<file path="config.mk">
export PLATFORM = sky130hd
export DESIGN_NAME = mirfak_mult_arbiter_flat
export DESIGN_NICKNAME = d
export VERILOG_FILES = /design/src/rtl/mirfak_pkg.sv /design/src/rtl/mirfak_mult_arbiter_if.sv /design/src/rtl/mirfak_rr_arbiter.sv /design/src/rtl/mirfak_mult_arbiter.sv /design/src/flat_wrapper.sv
export SDC_FILE = /design/constraint.sdc
export NUM_CORES = 1
export LEC_CHECK = 0
export CAP_MARGIN = 20
export CORE_UTILIZATION = 39
export DETAILED_ROUTE_END_ITERATION = 8
export PLACE_DENSITY = 0.79
export SLEW_MARGIN = 40
export SYNTH_ARGS = -nofsm -noshare
export SYNTH_HDL_FRONTEND = slang
export SYNTH_SLANG_ARGS = --single-unit
</file>
<file path="constraint.sdc">
create_clock -name clk_i -period 2.1 [get_ports clk_i]
set_input_delay 0.315 -clock clk_i [delete_from_list [all_inputs] [get_ports clk_i]]
set_output_delay 0.315 -clock clk_i [all_outputs]
set_load 0.005 [all_outputs]
</file>
<file path="src/rtl/mirfak_pkg.sv">
// Shared encodings and sizing for the Mirfak multiplier arbiter.
package mirfak_pkg;

    typedef enum logic [1:0] {
        CmdMul    = 2'b00,
        CmdMulh   = 2'b01,
        CmdMulhsu = 2'b10,
        CmdMulhu  = 2'b11
    } mult_cmd_e;

    typedef enum logic [2:0] {
        StIdle,
        StIssue,
        StWait,
        StResp,
        StDrain
    } arb_state_e;

    localparam int unsigned NumPorts      = 2;
    localparam int unsigned PortIdW       = 1;
    localparam int unsigned AckTimeoutMax = 255;
    localparam int unsigned WdogW         = $clog2(AckTimeoutMax + 1);

endpackage

</file>
<file path="src/rtl/mirfak_mult_arbiter_if.sv">
// Requester-side and multiplier-side signals of the Mirfak multiplier arbiter.
interface mirfak_mult_arbiter_if;
    import mirfak_pkg::*;

    logic [NumPorts-1:0]   req_valid_i;
    logic [NumPorts-1:0]   req_ready_o;
    logic [32*NumPorts-1:0] req_op1_i;
    logic [32*NumPorts-1:0] req_op2_i;
    logic [2*NumPorts-1:0] req_cmd_i;
    logic                  kill_i;
    logic [NumPorts-1:0]   rsp_valid_o;
    logic [NumPorts-1:0]   rsp_ready_i;
    logic [31:0]           rsp_result_o;
    logic                  rsp_err_o;
    logic [31:0]           mult_op1_o;
    logic [31:0]           mult_op2_o;
    logic [1:0]            mult_cmd_o;
    logic                  mult_enable_o;
    logic [31:0]           mult_result_i;
    logic                  mult_ack_i;

    // The arbiter side.
    modport slave (
        input  req_valid_i, req_op1_i, req_op2_i, req_cmd_i, kill_i, rsp_ready_i,
               mult_result_i, mult_ack_i,
        output req_ready_o, rsp_valid_o, rsp_result_o, rsp_err_o,
               mult_op1_o, mult_op2_o, mult_cmd_o, mult_enable_o
    );

    // Requesters plus multiplier, seen from outside the arbiter.
    modport master (
        output req_valid_i, req_op1_i, req_op2_i, req_cmd_i, kill_i, rsp_ready_i,
               mult_result_i, mult_ack_i,
        input  req_ready_o, rsp_valid_o, rsp_result_o, rsp_err_o,
               mult_op1_o, mult_op2_o, mult_cmd_o, mult_enable_o
    );

endinterface

</file>
<file path="src/rtl/mirfak_rr_arbiter.sv">
// Two-way request arbiter: round-robin when MIRFAK_MULT_ARB_RR_EN is defined,
// otherwise fixed priority with port 0 winning.
module mirfak_rr_arbiter
    import mirfak_pkg::*;
(
    input  logic                clk_i,
    input  logic                rst_ni,
    input  logic [NumPorts-1:0] req_i,
    input  logic                accept_i,
    output logic [NumPorts-1:0] gnt_o
);

`ifdef MIRFAK_MULT_ARB_RR_EN
    logic [PortIdW-1:0] last_q, last_d;

    always_comb begin
        gnt_o = req_i;
        if (req_i == 2'b11) begin
            gnt_o = (last_q == 1'b1) ? 2'b01 : 2'b10;
        end
    end

    assign last_d = accept_i ? gnt_o[1] : last_q;

    // Reset to port 1 so that port 0 wins the first contested round.
    always_ff @(posedge clk_i or negedge rst_ni) begin
        if (!rst_ni) begin
            last_q <= 1'b1;
        end else begin
            last_q <= last_d;
        end
    end
`else
    logic unused_rr;
    assign unused_rr = ^{clk_i, rst_ni, accept_i};

    always_comb begin
        gnt_o = req_i[0] ? 2'b01 : {req_i[1], 1'b0};
    end
`endif

endmodule

</file>
<file path="src/rtl/mirfak_mult_arbiter.sv">
// Shares the Mirfak multiplier between two requesters with ack watchdog and kill.
// Arbitration policy is selected by MIRFAK_MULT_ARB_RR_EN (see mirfak_rr_arbiter).
module mirfak_mult_arbiter
    import mirfak_pkg::*;
#(
    parameter int unsigned ACK_TIMEOUT = 15
) (
    input logic                  clk_i,
    input logic                  rst_ni,
    mirfak_mult_arbiter_if.slave bus
);

    localparam logic [WdogW-1:0] TimeoutCnt = WdogW'(ACK_TIMEOUT);

    arb_state_e          state_q, state_d;
    logic [31:0]         op1_q, op1_d;
    logic [31:0]         op2_q, op2_d;
    logic [31:0]         res_q, res_d;
    mult_cmd_e           cmd_q, cmd_d;
    logic [PortIdW-1:0]  id_q, id_d;
    logic                err_q, err_d;
    logic [WdogW-1:0]    wdog_q, wdog_d;
    logic [NumPorts-1:0] gnt;
    logic [NumPorts-1:0] ready;
    logic                accept;
    logic                win;
    logic                timeout;

    mirfak_rr_arbiter u_arb (
        .clk_i    (clk_i),
        .rst_ni   (rst_ni),
        .req_i    (bus.req_valid_i),
        .accept_i (accept),
        .gnt_o    (gnt)
    );

    assign ready   = (state_q == StIdle) ? gnt : 2'b00;
    assign accept  = |(bus.req_valid_i & ready);
    assign win     = ready[1];
    assign timeout = (wdog_q == TimeoutCnt);

    always_comb begin
        state_d = state_q;
        op1_d   = op1_q;
        op2_d   = op2_q;
        cmd_d   = cmd_q;
        id_d    = id_q;
        res_d   = res_q;
        err_d   = err_q;
        wdog_d  = wdog_q;
        unique case (state_q)
            StIdle: begin
                if (accept) begin
                    op1_d   = win ? bus.req_op1_i[63:32] : bus.req_op1_i[31:0];
                    op2_d   = win ? bus.req_op2_i[63:32] : bus.req_op2_i[31:0];
                    cmd_d   = mult_cmd_e'(win ? bus.req_cmd_i[3:2] : bus.req_cmd_i[1:0]);
                    id_d    = win;
                    state_d = StIssue;
                end
            end
            StIssue: begin
                wdog_d  = '0;
                state_d = bus.kill_i ? StDrain : StWait;
            end
            StWait: begin
                // A kill coinciding with the ack or timeout ends the operation outright.
                if (bus.mult_ack_i || timeout) begin
                    if (bus.kill_i) begin
                        state_d = StIdle;
                    end else begin
                        res_d   = bus.mult_ack_i ? bus.mult_result_i : 32'h0;
                        err_d   = !bus.mult_ack_i;
                        state_d = StResp;
                    end
                end else begin
                    wdog_d = wdog_q + WdogW'(1);
                    if (bus.kill_i) begin
                        state_d = StDrain;
                    end
                end
            end
            StResp: begin
                if (bus.kill_i || bus.rsp_ready_i[id_q]) begin
                    state_d = StIdle;
                end
            end
            StDrain: begin
                if (bus.mult_ack_i || timeout) begin
                    state_d = StIdle;
                end else begin
                    wdog_d = wdog_q + WdogW'(1);
                end
            end
            default: state_d = StIdle;
        endcase
    end

    always_ff @(posedge clk_i or negedge rst_ni) begin
        if (!rst_ni) begin
            state_q <= StIdle;
            op1_q   <= '0;
            op2_q   <= '0;
            cmd_q   <= CmdMul;
            id_q    <= '0;
            res_q   <= '0;
            err_q   <= 1'b0;
            wdog_q  <= '0;
        end else begin
            state_q <= state_d;
            op1_q   <= op1_d;
            op2_q   <= op2_d;
            cmd_q   <= cmd_d;
            id_q    <= id_d;
            res_q   <= res_d;
            err_q   <= err_d;
            wdog_q  <= wdog_d;
        end
    end

    assign bus.req_ready_o   = ready;
    assign bus.rsp_valid_o   = (state_q == StResp && !bus.kill_i) ?
                               ((id_q == 1'b1) ? 2'b10 : 2'b01) : 2'b00;
    assign bus.rsp_result_o  = res_q;
    assign bus.rsp_err_o     = err_q;
    // Operands stay driven from the latches so the multiplier can resample them at ack.
    assign bus.mult_op1_o    = op1_q;
    assign bus.mult_op2_o    = op2_q;
    assign bus.mult_cmd_o    = cmd_q;
    assign bus.mult_enable_o = (state_q == StIssue);

endmodule

</file>
<file path="src/flat_wrapper.sv">
// flat-port wrapper written by rule: the top's interface ports become plain ports
module mirfak_mult_arbiter_flat import mirfak_pkg::*;
#(
    parameter int unsigned ACK_TIMEOUT = 15
)
  (clk_i, rst_ni, bus_req_valid_i, bus_req_op1_i, bus_req_op2_i, bus_req_cmd_i, bus_kill_i, bus_rsp_ready_i, bus_mult_result_i, bus_mult_ack_i, bus_req_ready_o, bus_rsp_valid_o, bus_rsp_result_o, bus_rsp_err_o, bus_mult_op1_o, bus_mult_op2_o, bus_mult_cmd_o, bus_mult_enable_o);
  mirfak_mult_arbiter_if bus_i ();
  input logic clk_i;
  input logic rst_ni;
  input wire logic [$bits(bus_i.req_valid_i)-1:0] bus_req_valid_i;
  input wire logic [$bits(bus_i.req_op1_i)-1:0] bus_req_op1_i;
  input wire logic [$bits(bus_i.req_op2_i)-1:0] bus_req_op2_i;
  input wire logic [$bits(bus_i.req_cmd_i)-1:0] bus_req_cmd_i;
  input wire logic [$bits(bus_i.kill_i)-1:0] bus_kill_i;
  input wire logic [$bits(bus_i.rsp_ready_i)-1:0] bus_rsp_ready_i;
  input wire logic [$bits(bus_i.mult_result_i)-1:0] bus_mult_result_i;
  input wire logic [$bits(bus_i.mult_ack_i)-1:0] bus_mult_ack_i;
  output wire logic [$bits(bus_i.req_ready_o)-1:0] bus_req_ready_o;
  output wire logic [$bits(bus_i.rsp_valid_o)-1:0] bus_rsp_valid_o;
  output wire logic [$bits(bus_i.rsp_result_o)-1:0] bus_rsp_result_o;
  output wire logic [$bits(bus_i.rsp_err_o)-1:0] bus_rsp_err_o;
  output wire logic [$bits(bus_i.mult_op1_o)-1:0] bus_mult_op1_o;
  output wire logic [$bits(bus_i.mult_op2_o)-1:0] bus_mult_op2_o;
  output wire logic [$bits(bus_i.mult_cmd_o)-1:0] bus_mult_cmd_o;
  output wire logic [$bits(bus_i.mult_enable_o)-1:0] bus_mult_enable_o;
  assign bus_i.req_valid_i = bus_req_valid_i;
  assign bus_i.req_op1_i = bus_req_op1_i;
  assign bus_i.req_op2_i = bus_req_op2_i;
  assign bus_i.req_cmd_i = bus_req_cmd_i;
  assign bus_i.kill_i = bus_kill_i;
  assign bus_i.rsp_ready_i = bus_rsp_ready_i;
  assign bus_i.mult_result_i = bus_mult_result_i;
  assign bus_i.mult_ack_i = bus_mult_ack_i;
  assign bus_req_ready_o = bus_i.req_ready_o;
  assign bus_rsp_valid_o = bus_i.rsp_valid_o;
  assign bus_rsp_result_o = bus_i.rsp_result_o;
  assign bus_rsp_err_o = bus_i.rsp_err_o;
  assign bus_mult_op1_o = bus_i.mult_op1_o;
  assign bus_mult_op2_o = bus_i.mult_op2_o;
  assign bus_mult_cmd_o = bus_i.mult_cmd_o;
  assign bus_mult_enable_o = bus_i.mult_enable_o;
  mirfak_mult_arbiter #(.ACK_TIMEOUT(ACK_TIMEOUT)) u_core (.clk_i(clk_i), .rst_ni(rst_ni), .bus(bus_i));
endmodule
</file>
# Word level (Yosys, flattened, before mapping)
# Index checks and enable logic that the tools add are counted.
[word_totals]
input_bits = 172
word_cells = 55
regBits = 111
[classes]
n_eq_ne = 10
n_mux = 20
n_reduce_logical = 13
addsub = 1
bitwise = 2
magnitude_cmp = 1
[op_table]
columns = ["op", "count"]
rows = [
  ["two-way mux 32 bit", 3],
  ["two-way mux 3 bit", 6],
  ["case mux 8 bit (2 select lines)", 1],
  ["case mux 3 bit (5 select lines)", 1],
  ["two-way mux 2 bit", 6],
  ["adder 8 x 1 -> 8 bit, second input constant", 1],
  ["equality test 8 x 4 -> 1 bit, second input constant", 1],
  ["two-way mux 8 bit", 1],
  ["equality test 3 x 2 -> 1 bit, second input constant", 2],
  ["inequality test 2 x 1 -> 1 bit, second input constant", 3],
  ["AND reduction 2 bit", 2],
  ["AND reduction 4 bit", 1],
  ["OR reduction 2 bit", 2],
  ["equality test 3 x 1 -> 1 bit, second input constant", 1],
  ["equality test 3 bit, second input constant", 1],
  ["logical NOT 3 bit", 1],
  ["inequality test 3 x 2 -> 1 bit, second input constant", 1],
  ["AND reduction 3 bit", 1],
  ["bitwise AND 2 bit", 1],
  ["logical NOT 1 bit", 2],
  ["logical OR 1 bit", 2],
  ["< comparator 1 x 2 -> 1 bit, second input constant", 1],
  ["two-way mux 1 bit", 2],
  ["inequality test 2 bit, second input constant", 1],
  ["other kinds (3)", 3],
]

# Depth between registers and ports, before layout
# Gate-level depths: netlist of the first run.
[depth]
word_depth = 6
mapped_depth = 7

# Modules after synthesis
# Synthesis of the first run repeated with hierarchy kept, for this count alone.
[unflattened]
cells_unflattened = 523
hier_area_um2 = 5313.8
[by_module_without_submodules]
columns = ["mod", "instances", "cells_per_inst", "area_each_um2"]
rows = [
  ["mirfak_mult_arbiter", 1, 521, 5292.6],
  ["mirfak_rr_arbiter", 1, 2, 21.3],
]

# Worst setup path before layout of the first run
# No wires, ideal clock.
[synth_path]
path_type = "flip-flop to flip-flop"
from = "register u_core.wdog_q[5]"
to = "register u_core.wdog_q[1]"
synth_period_minus_slack_ns = 1.705
t_arrival_ns = 1.572
path_buffers = 0
path_slack_ns = 0.395
path_stages_with_launch = 5
cell_sequence = "dfrtp_1 or4_4 o211ai_2 mux2i_1 o211ai_2"
[synth_between]
elab_chain_cells = 4
[synth_rtl]
columns = ["item", "line_no", "text"]
rows = [
  ["start, declared", "mirfak_mult_arbiter.sv:22", "logic [WdogW-1:0] wdog_q, wdog_d;"],
  ["start signal, assigned", "mirfak_mult_arbiter.sv:116", "wdog_q <= wdog_d;"],
  ["equality test 8 x 4 -> 1 bit", "mirfak_mult_arbiter.sv:40", "assign timeout = (wdog_q == TimeoutCnt);"],
  ["logical OR 1 bit", "mirfak_mult_arbiter.sv:67, mirfak_mult_arbiter.sv:88", ""],
  ["inequality test 2 bit (no source line)", "--", ""],
  ["AND reduction 2 bit (no source line)", "--", ""],
]
# Every way passes these cells.
# A chain may end at the register's enable or synchronous reset.

# Worst setup path in the final report of the first run
[layout_path]
from = "register u_core.state_q[2]"
to = "output bus_rsp_valid_o[0]"
[layout_between]
elab_chain_cells = 3
[layout_rtl]
columns = ["item", "line_no", "text"]
rows = [
  ["start, declared", "mirfak_mult_arbiter.sv:15", "arb_state_e state_q, state_d;"],
  ["start signal, assigned", "mirfak_mult_arbiter.sv:100", "state_q <= StIdle;"],
  ["start signal, assigned", "mirfak_mult_arbiter.sv:109", "state_q <= state_d;"],
  ["equality test 3 x 2 -> 1 bit", "mirfak_mult_arbiter.sv:121", "assign bus.rsp_valid_o = (state_q == StResp && !bus.kill_i) ?"],
  ["logical AND 1 bit", "mirfak_mult_arbiter.sv:121", ""],
  ["two-way mux 2 bit", "mirfak_mult_arbiter.sv:121", ""],
  ["end, declared", "flat_wrapper.sv:19", "output wire logic [$bits(bus_i.rsp_valid_o)-1:0] bus_rsp_valid_o;"],
]
# Every way passes these cells.

==> impl_metrics.ini, run 1 <==
[run_status]
status = finished clean

[global_route]
grt_pass1_vias = 5327
grt_max_degree = 71
grt_pass1_wl_mm = 26.85
grt_antenna_before_repair = 0
globalRoute.totalOverflow = 0
grt_usage_pct = 26.78

[sta]
maxSlewHeadroom_pct = 49.26
setup_tns_ns = 0
clock.fmax_mhz = 489.1
hold_viol = 0
fin_crit_ns = 2.045
tightest_slew_ns = 0.7611
maxSlewViolCount = 0
final-setup-viol-count = 0
final.setup_skew_ns = 0.007808
period_share_pct = 97.36
setup_slack_ns = 0.05540
rsz0062_at_grt = true

[clocking]
clkLatencyLatePin_ns = 0.35
clk_pin_slew_worst_paths_ns = 0.07
clock_sinks = 111
htreeDepth = 3
clock_path_buffers = 2
cts_inserted_buffers = 9
clockRootBuffer = clkbuf_16
cts_tree = built

[finish]
fin_cells = 893
drive_gt1_share_pct = 7.586
area_delta_synth_final_pct = 66.41
seq_area_um2 = 2781
multi_input_area_um2 = 1918
utilization_pct = 67.41
fillCellCount = 975
final_net_count = 893
antenna_cells = 0
stdcell_area_um2 = 8164

[critical_path]
crit_arrival_ns = 1.73
crit_path_cell_trace = nor2_4 -> nand3_2 -> nor2_2 -> clkdlybuf4s50_1
end_kind = output port
critPathTopFamily = buffers and inverters
worstSetupStartpoint = u_core.state_q[2]$_DFFE_PN0P_
critPathSlowestCell = clkdlybuf4s50_1
crit_fanout = 3
crit_buf_inv = 1
slowest_delay_ns = 0.50
critical_path_class = reg -> out
start_kind = flip-flop
r2r-start = u_core.wdog_q[5]$_DFFE_PN0P_
required_ns = 1.78

[place]
post-place-ws_ns = -0.03107
portBuffers = 275
placed_cell_area_um2 = 7790
place_congestion = 0.8045
dp.cells = 872
dp_hpwl_mm = 12.18

[logic_synthesis]
ys.flop_type = dfrtp_1
yosysMostFrequentCell = o22ai_1
syn-num-nets = 635
synth_edf_count = 0
yosys_register_bits = 111
synth_area_leaders = dfrtp_1 (57%), o22ai_1 (16%), a21oi_1 (7.5%)
synth.distinct_cells = 37
async_flop_share_pct = 100.0
ys.warnings.count = 0
synth_top_area_share_pct = 56.62
syn_area_um2 = 4906
ys_seq_area_share_pct = 56.62
synth_cells = 462
synth_common_cells = o22ai_1 (129), dfrtp_1 (111), a21oi_1 (74), a22o_1 (32), clkbuf_1 (28)
yosys.area.top_type = dfrtp_1
avgSynthCellArea_um2 = 10.62

[routing]
drc = 0
drtAntennaViolNets = 0
routed_wl_mm = 17.35
dr.pass1.iters = 5
drt_iter0_drc = 317
vias = 5115
wl_per_cell_um = 19.43
avgViaCountPerCell = 5.728

[min_path]
hold_path.class = in -> async

[die]
initial_core_util_pct = 40.51
die_area_um2 = 13030
design.core.area_um2 = 12110
die_y_um = 114.2
fp.dieW_um = 114.2
rows = 40
pin_count = 276

[power_and_ir_drop]
p_leak_nw = 3.229
ir_drop_mv = 0.7851
power.density_nw_per_um2 = 1420

[run]
max_cap_viol_count = 0
state kept, by name, summed over array words and instances (netlist names):
register and flops:
u_core.wdog_q 8, u_core.bus.rsp_err_o 1, u_core.bus.mult_op2_o 32, u_core.bus.rsp_result_o 32, u_core.bus.mult_cmd_o 2, u_core.state_q 3
u_core.id_q 1, u_core.bus.mult_op1_o 32
power breakdown:
part | total, mW | internal, mW | switching (mW)
sequential | 4.03 | 3.19 | 0.839
clock | 1.78 | 0.965 | 0.817
combinational | 5.78 | 3.32 | 2.46
total | 11.6 | 7.48 | 4.12
placed cells by master, fill, tap and decap left out, drive strengths merged:
cell,synthesis,layout
a21oi,74,74
a22o,32,32
a31oi,1,1
and2,1,1
and3,1,1
and4,1,1
buf,18,19
bufinv,0,1
clkbuf,28,10
clkdlybuf4s50,0,271
clkinv,0,1
clkinvlp,0,2
dfrtp,111,111
dlygate4sd2,0,1
dlygate4sd3,0,1
dlymetal6s2s,0,1
ha,1,1
inv,7,9
mux2,1,1
mux2i,2,2
nand2,7,7
nand3,3,3
nand3b,3,3
nand4,1,1
nand4b,2,2
nor2,7,7
nor2b,1,1
nor3,2,2
nor3b,2,2
o211ai,5,5
o21ai,14,14
o22ai,129,129
or3,5,5
or4,1,1
xor2,2,2
layer usage:
| layer | share of wire, % | track usage, % | vias up |
|---|---|---|---|
| met5 | 0 | 0 | - |
| met4 | 4.4 | 13.77 | 0 |
| met3 | 7.5 | 8.788 | 59 |
| met2 | 51 | 46.42 | 236 |
| met1 | 37 | 29.25 | 2484 |
| li1 | - | - | 2336 |
through the flow:
stage          power, mW  hold slack, ns
2_1_floorplan      6.521         0.01941
4_1_cts            11.62          0.4834
3_5_place_dp       9.714          0.3205
3_3_place_gp       9.469          0.3208
6_report           11.59          0.4722
5_1_grt            12.28          0.4985
what timing repair did:
| action | 4_1_cts | 5_1_grt |
|---|---|---|
| setup buffers | 4 | 0 |
| endpoints found under the setup margin | 5 | 4 |
| pin swaps | 1 | 0 |
| gates resized for setup | 5 | 6 |
| hold buffers | 1 | 0 |
| endpoints found under the hold margin | 35 | 0 |
final timing paths:
path                                                           endpoint  slack (ns)  cells after the start
worst max-delay path                                 bus_rsp_valid_o[0]        0.06                      4
worst min-delay path             u_core.bus.rsp_result_o[7]$_DFFE_PN0P_        0.47                      2
worst max register to register   u_core.bus.rsp_result_o[6]$_DFFE_PN0P_        0.17                      4
worst min register to register  u_core.bus.rsp_result_o[20]$_DFFE_PN0P_        0.51                      1
max in group asynchronous       u_core.bus.rsp_result_o[17]$_DFFE_PN0P_        0.92                      3
min in group clk_i              u_core.bus.rsp_result_o[20]$_DFFE_PN0P_        0.51                      1
area by class of cell:
type                    instances  share of cell area [%]
inverters                       7                  0.3218
clock inverters                 6                  0.8276
repair buffers                293                   35.79
well taps                     168                   2.575
flip-flops and latches        111                   34.07
multi-input cells             298                   23.49
clock buffers                  10                   2.927
cell families (layout without fill, tap and decap cells):
kind of cell             count (synthesis)  after routing  synth area share, %
flip-flops                             111            111                56.62
buffers and inverters                   53            316                4.846
adder cells (fa/ha/maj)                  1              1               0.2550
AO/OA/AOI/OAI                          255            255                32.47
XOR/XNOR                                 2              2               0.5102
AND/OR/NAND/NOR                         37             37                4.667
multiplexers                             3              3               0.6376
No activity file was read; power rests on OpenSTA's default activity.
==> inputs of run 2 (changes only) <==
--- a/config.mk
+++ b/config.mk
@@ -8,7 +8,7 @@
 export CAP_MARGIN = 20
 export CORE_UTILIZATION = 39
 export DETAILED_ROUTE_END_ITERATION = 8
-export PLACE_DENSITY = 0.79
+export PLACE_DENSITY = 0.9
 export SLEW_MARGIN = 40
 export SYNTH_ARGS = -nofsm -noshare
 export SYNTH_HDL_FRONTEND = slang
==> impl_metrics.ini, run 2 (synthesized netlist as in run 1, its figures left out) <==
[clocking]
clock_sinks = 111
clkLatencyLatePin_ns = 0.37
cts_tree = built
clk_pin_slew_worst_paths_ns = 0.07
clock_path_buffers = 2
htreeDepth = 3
clockRootBuffer = clkbuf_16
cts_inserted_buffers = 9

[place]
dp_hpwl_mm = 12.12
dp.cells = 874
place_congestion = 0.7998
portBuffers = 275
placed_cell_area_um2 = 7792

[critical_path]
critical_path_class = reg -> out
worstSetupStartpoint = u_core.state_q[1]$_DFFE_PN0P_
end_kind = output port
crit_buf_inv = 2
reg2reg_depth = 4
crit_arrival_ns = 1.71
crit_path_cell_trace = buf_4 -> nor3_4 -> clkdlybuf4s50_1
r2r-start = u_core.wdog_q[4]$_DFFE_PN0P_
start_kind = flip-flop
critPathTopFamily = buffers and inverters
rr_endpoint = u_core.bus.rsp_result_o[4]$_DFFE_PN0P_
crit_end = bus_mult_enable_o
cp.depth = 3
rrSetupSlack_ns = 0.15
required_ns = 1.78
critPathSlowestCell = clkdlybuf4s50_1
slowest_delay_ns = 0.53
crit_fanout = 5

[global_route]
grt_usage_pct = 26.22
grt_pass1_wl_mm = 26.39
grt_max_degree = 71
globalRoute.totalOverflow = 0
grt_pass1_vias = 5351
grt_antenna_before_repair = 0

[die]
die_y_um = 114.2
fp.dieW_um = 114.2
pin_count = 276
rows = 40
design.core.area_um2 = 12110
initial_core_util_pct = 40.51
die_area_um2 = 13030

[routing]
dr.pass1.iters = 7
drc = 0
drt_iter0_drc = 240
routed_wl_mm = 17.19
drtAntennaViolNets = 0
vias = 5149
avgViaCountPerCell = 5.760
wl_per_cell_um = 19.23

[finish]
antenna_cells = 0
stdcell_area_um2 = 8193
final_net_count = 895
fin_cells = 894
final_cell_mix = clkdlybuf4s50_1 (270), o22ai_1 (129), dfrtp_1 (109), a21oi_1 (74), a22o_1 (32)
area_delta_synth_final_pct = 67.00
fillCellCount = 933
drive_gt1_share_pct = 7.438
layout_commonest_cell = clkdlybuf4s50_1

[sta]
tightest_slew_ns = 0.7533
clock.fmax_mhz = 493.2
maxSlewViolCount = 0
maxSlewHeadroom_pct = 49.78
final.setup_skew_ns = 0.01218
final-setup-viol-count = 0
period_share_pct = 96.55
setup_tns_ns = 0
hold_viol = 0
rsz0062_at_grt = false
fin_crit_ns = 2.028

[power_and_ir_drop]
sequentialPowerShare_pct = 34.5
fin_total_pwr_mw = 11.70
swShare_pct = 35.20
p_switching_mw = 4.120
p_leak_nw = 3.254
p_comb_share_pct = 49.6
p_clk_share_pct = 15.9
power.density_nw_per_um2 = 1429
ir_drop_mv = 0.6156
internal_power_mw = 7.584

[min_path]
hold_path.class = in -> reg

[run_status]
status = finished clean

[run]
max_cap_viol_count = 0
## run 2: power groups by stage
| stage | Clock, mW | Combinational (mW) | Sequential [mW] |
|---|---|---|---|
| after floorplan | 0 | 2.59 | 3.93 |
| after global placement | 0 | 5.45 | 3.95 |
| after detailed placement | 0 | 5.69 | 4.02 |
| after CTS | 1.88 | 5.76 | 4.01 |
| after global routing | 1.97 | 6.26 | 4.15 |
| final | 1.86 | 5.80 | 4.04 |
## run 2: how the worst min path moves through the flow
stage / end / startpoint / slack (ns) / cells past startpoint
after floorplan: u_core.bus.mult_cmd_o[0]$_DFFE_PN0P_ / rst_ni / 0.02 / 0
after global placement: u_core.bus.mult_op2_o[25]$_DFFE_PN0P_ / rst_ni / 0.23 / 1
after detailed placement: u_core.bus.mult_op2_o[23]$_DFFE_PN0P_ / rst_ni / 0.24 / 1
after CTS: u_core.bus.rsp_result_o[1]$_DFFE_PN0P_ / rst_ni / 0.40 / 2
after global routing: u_core.state_q[2]$_DFFE_PN0P_ / bus_kill_i / 0.37 / 3
final: u_core.state_q[1]$_DFFE_PN0P_ / bus_kill_i / 0.38 / 4
## run 2: cell type report
cell class / instances / area (µm²) / area share (%)
Clock buffer: 10 / 239.0 / 2.917
Clock inverter: 5 / 81.33 / 0.9927
Inverter: 7 / 26.28 / 0.3207
Multi-Input combinational cell: 298 / 1929 / 23.55
Sequential cell: 111 / 2780 / 33.93
Tap cell: 168 / 210.2 / 2.566
Timing Repair Buffer: 295 / 2927 / 35.72
## run 2: per-layer routing
layer	global-route usage [%]	share of wire (%)
met5	0	0
met1	28.41	37
met2	47.52	53
met3	5.823	6.7
met4	14.20	3.6
## run 2: worst register-to-register path, cell delays in order (launching register included)
cell     delay [ns]
dfrtp_1        0.43
or4_4          0.58
o21ai_4        0.23
nand2_4        0.26
a22o_1         0.33
## run 2: per-stage QoR
step           util, %  worst slack (ns)  hold slack [ns]
2_1_floorplan        -            0.3952          0.01941
3_3_place_gp     64.34           0.02749           0.2261
3_5_place_dp     64.34          -0.01735           0.2361
4_1_cts          67.30           0.01226           0.4041
5_1_grt          67.64          0.005187           0.3711
6_report         67.64           0.07236           0.3848
## run 2: repair_timing
| item | in CTS | in global routing |
|---|---|---|
| buffers inserted | 2 | 2 |
| resized for setup | 6 | 6 |
| hold buffers | 1 | 0 |
| endpoints found under the setup margin | 5 | 3 |
| pin swaps | 1 | 2 |
| endpoints found under the hold margin | 20 | 0 |
==> inputs of run 3 (changes only) <==
--- a/config.mk
+++ b/config.mk
@@ -5,7 +5,7 @@
 export SDC_FILE = /design/constraint.sdc
 export NUM_CORES = 1
 export LEC_CHECK = 0
-export CAP_MARGIN = 20
+export CAP_MARGIN = 10
 export CORE_UTILIZATION = 39
 export DETAILED_ROUTE_END_ITERATION = 8
 export PLACE_DENSITY = 0.9
==> results of run 3 <==
Same layout as run 2: the final DEF is identical, and so are final timing and power.
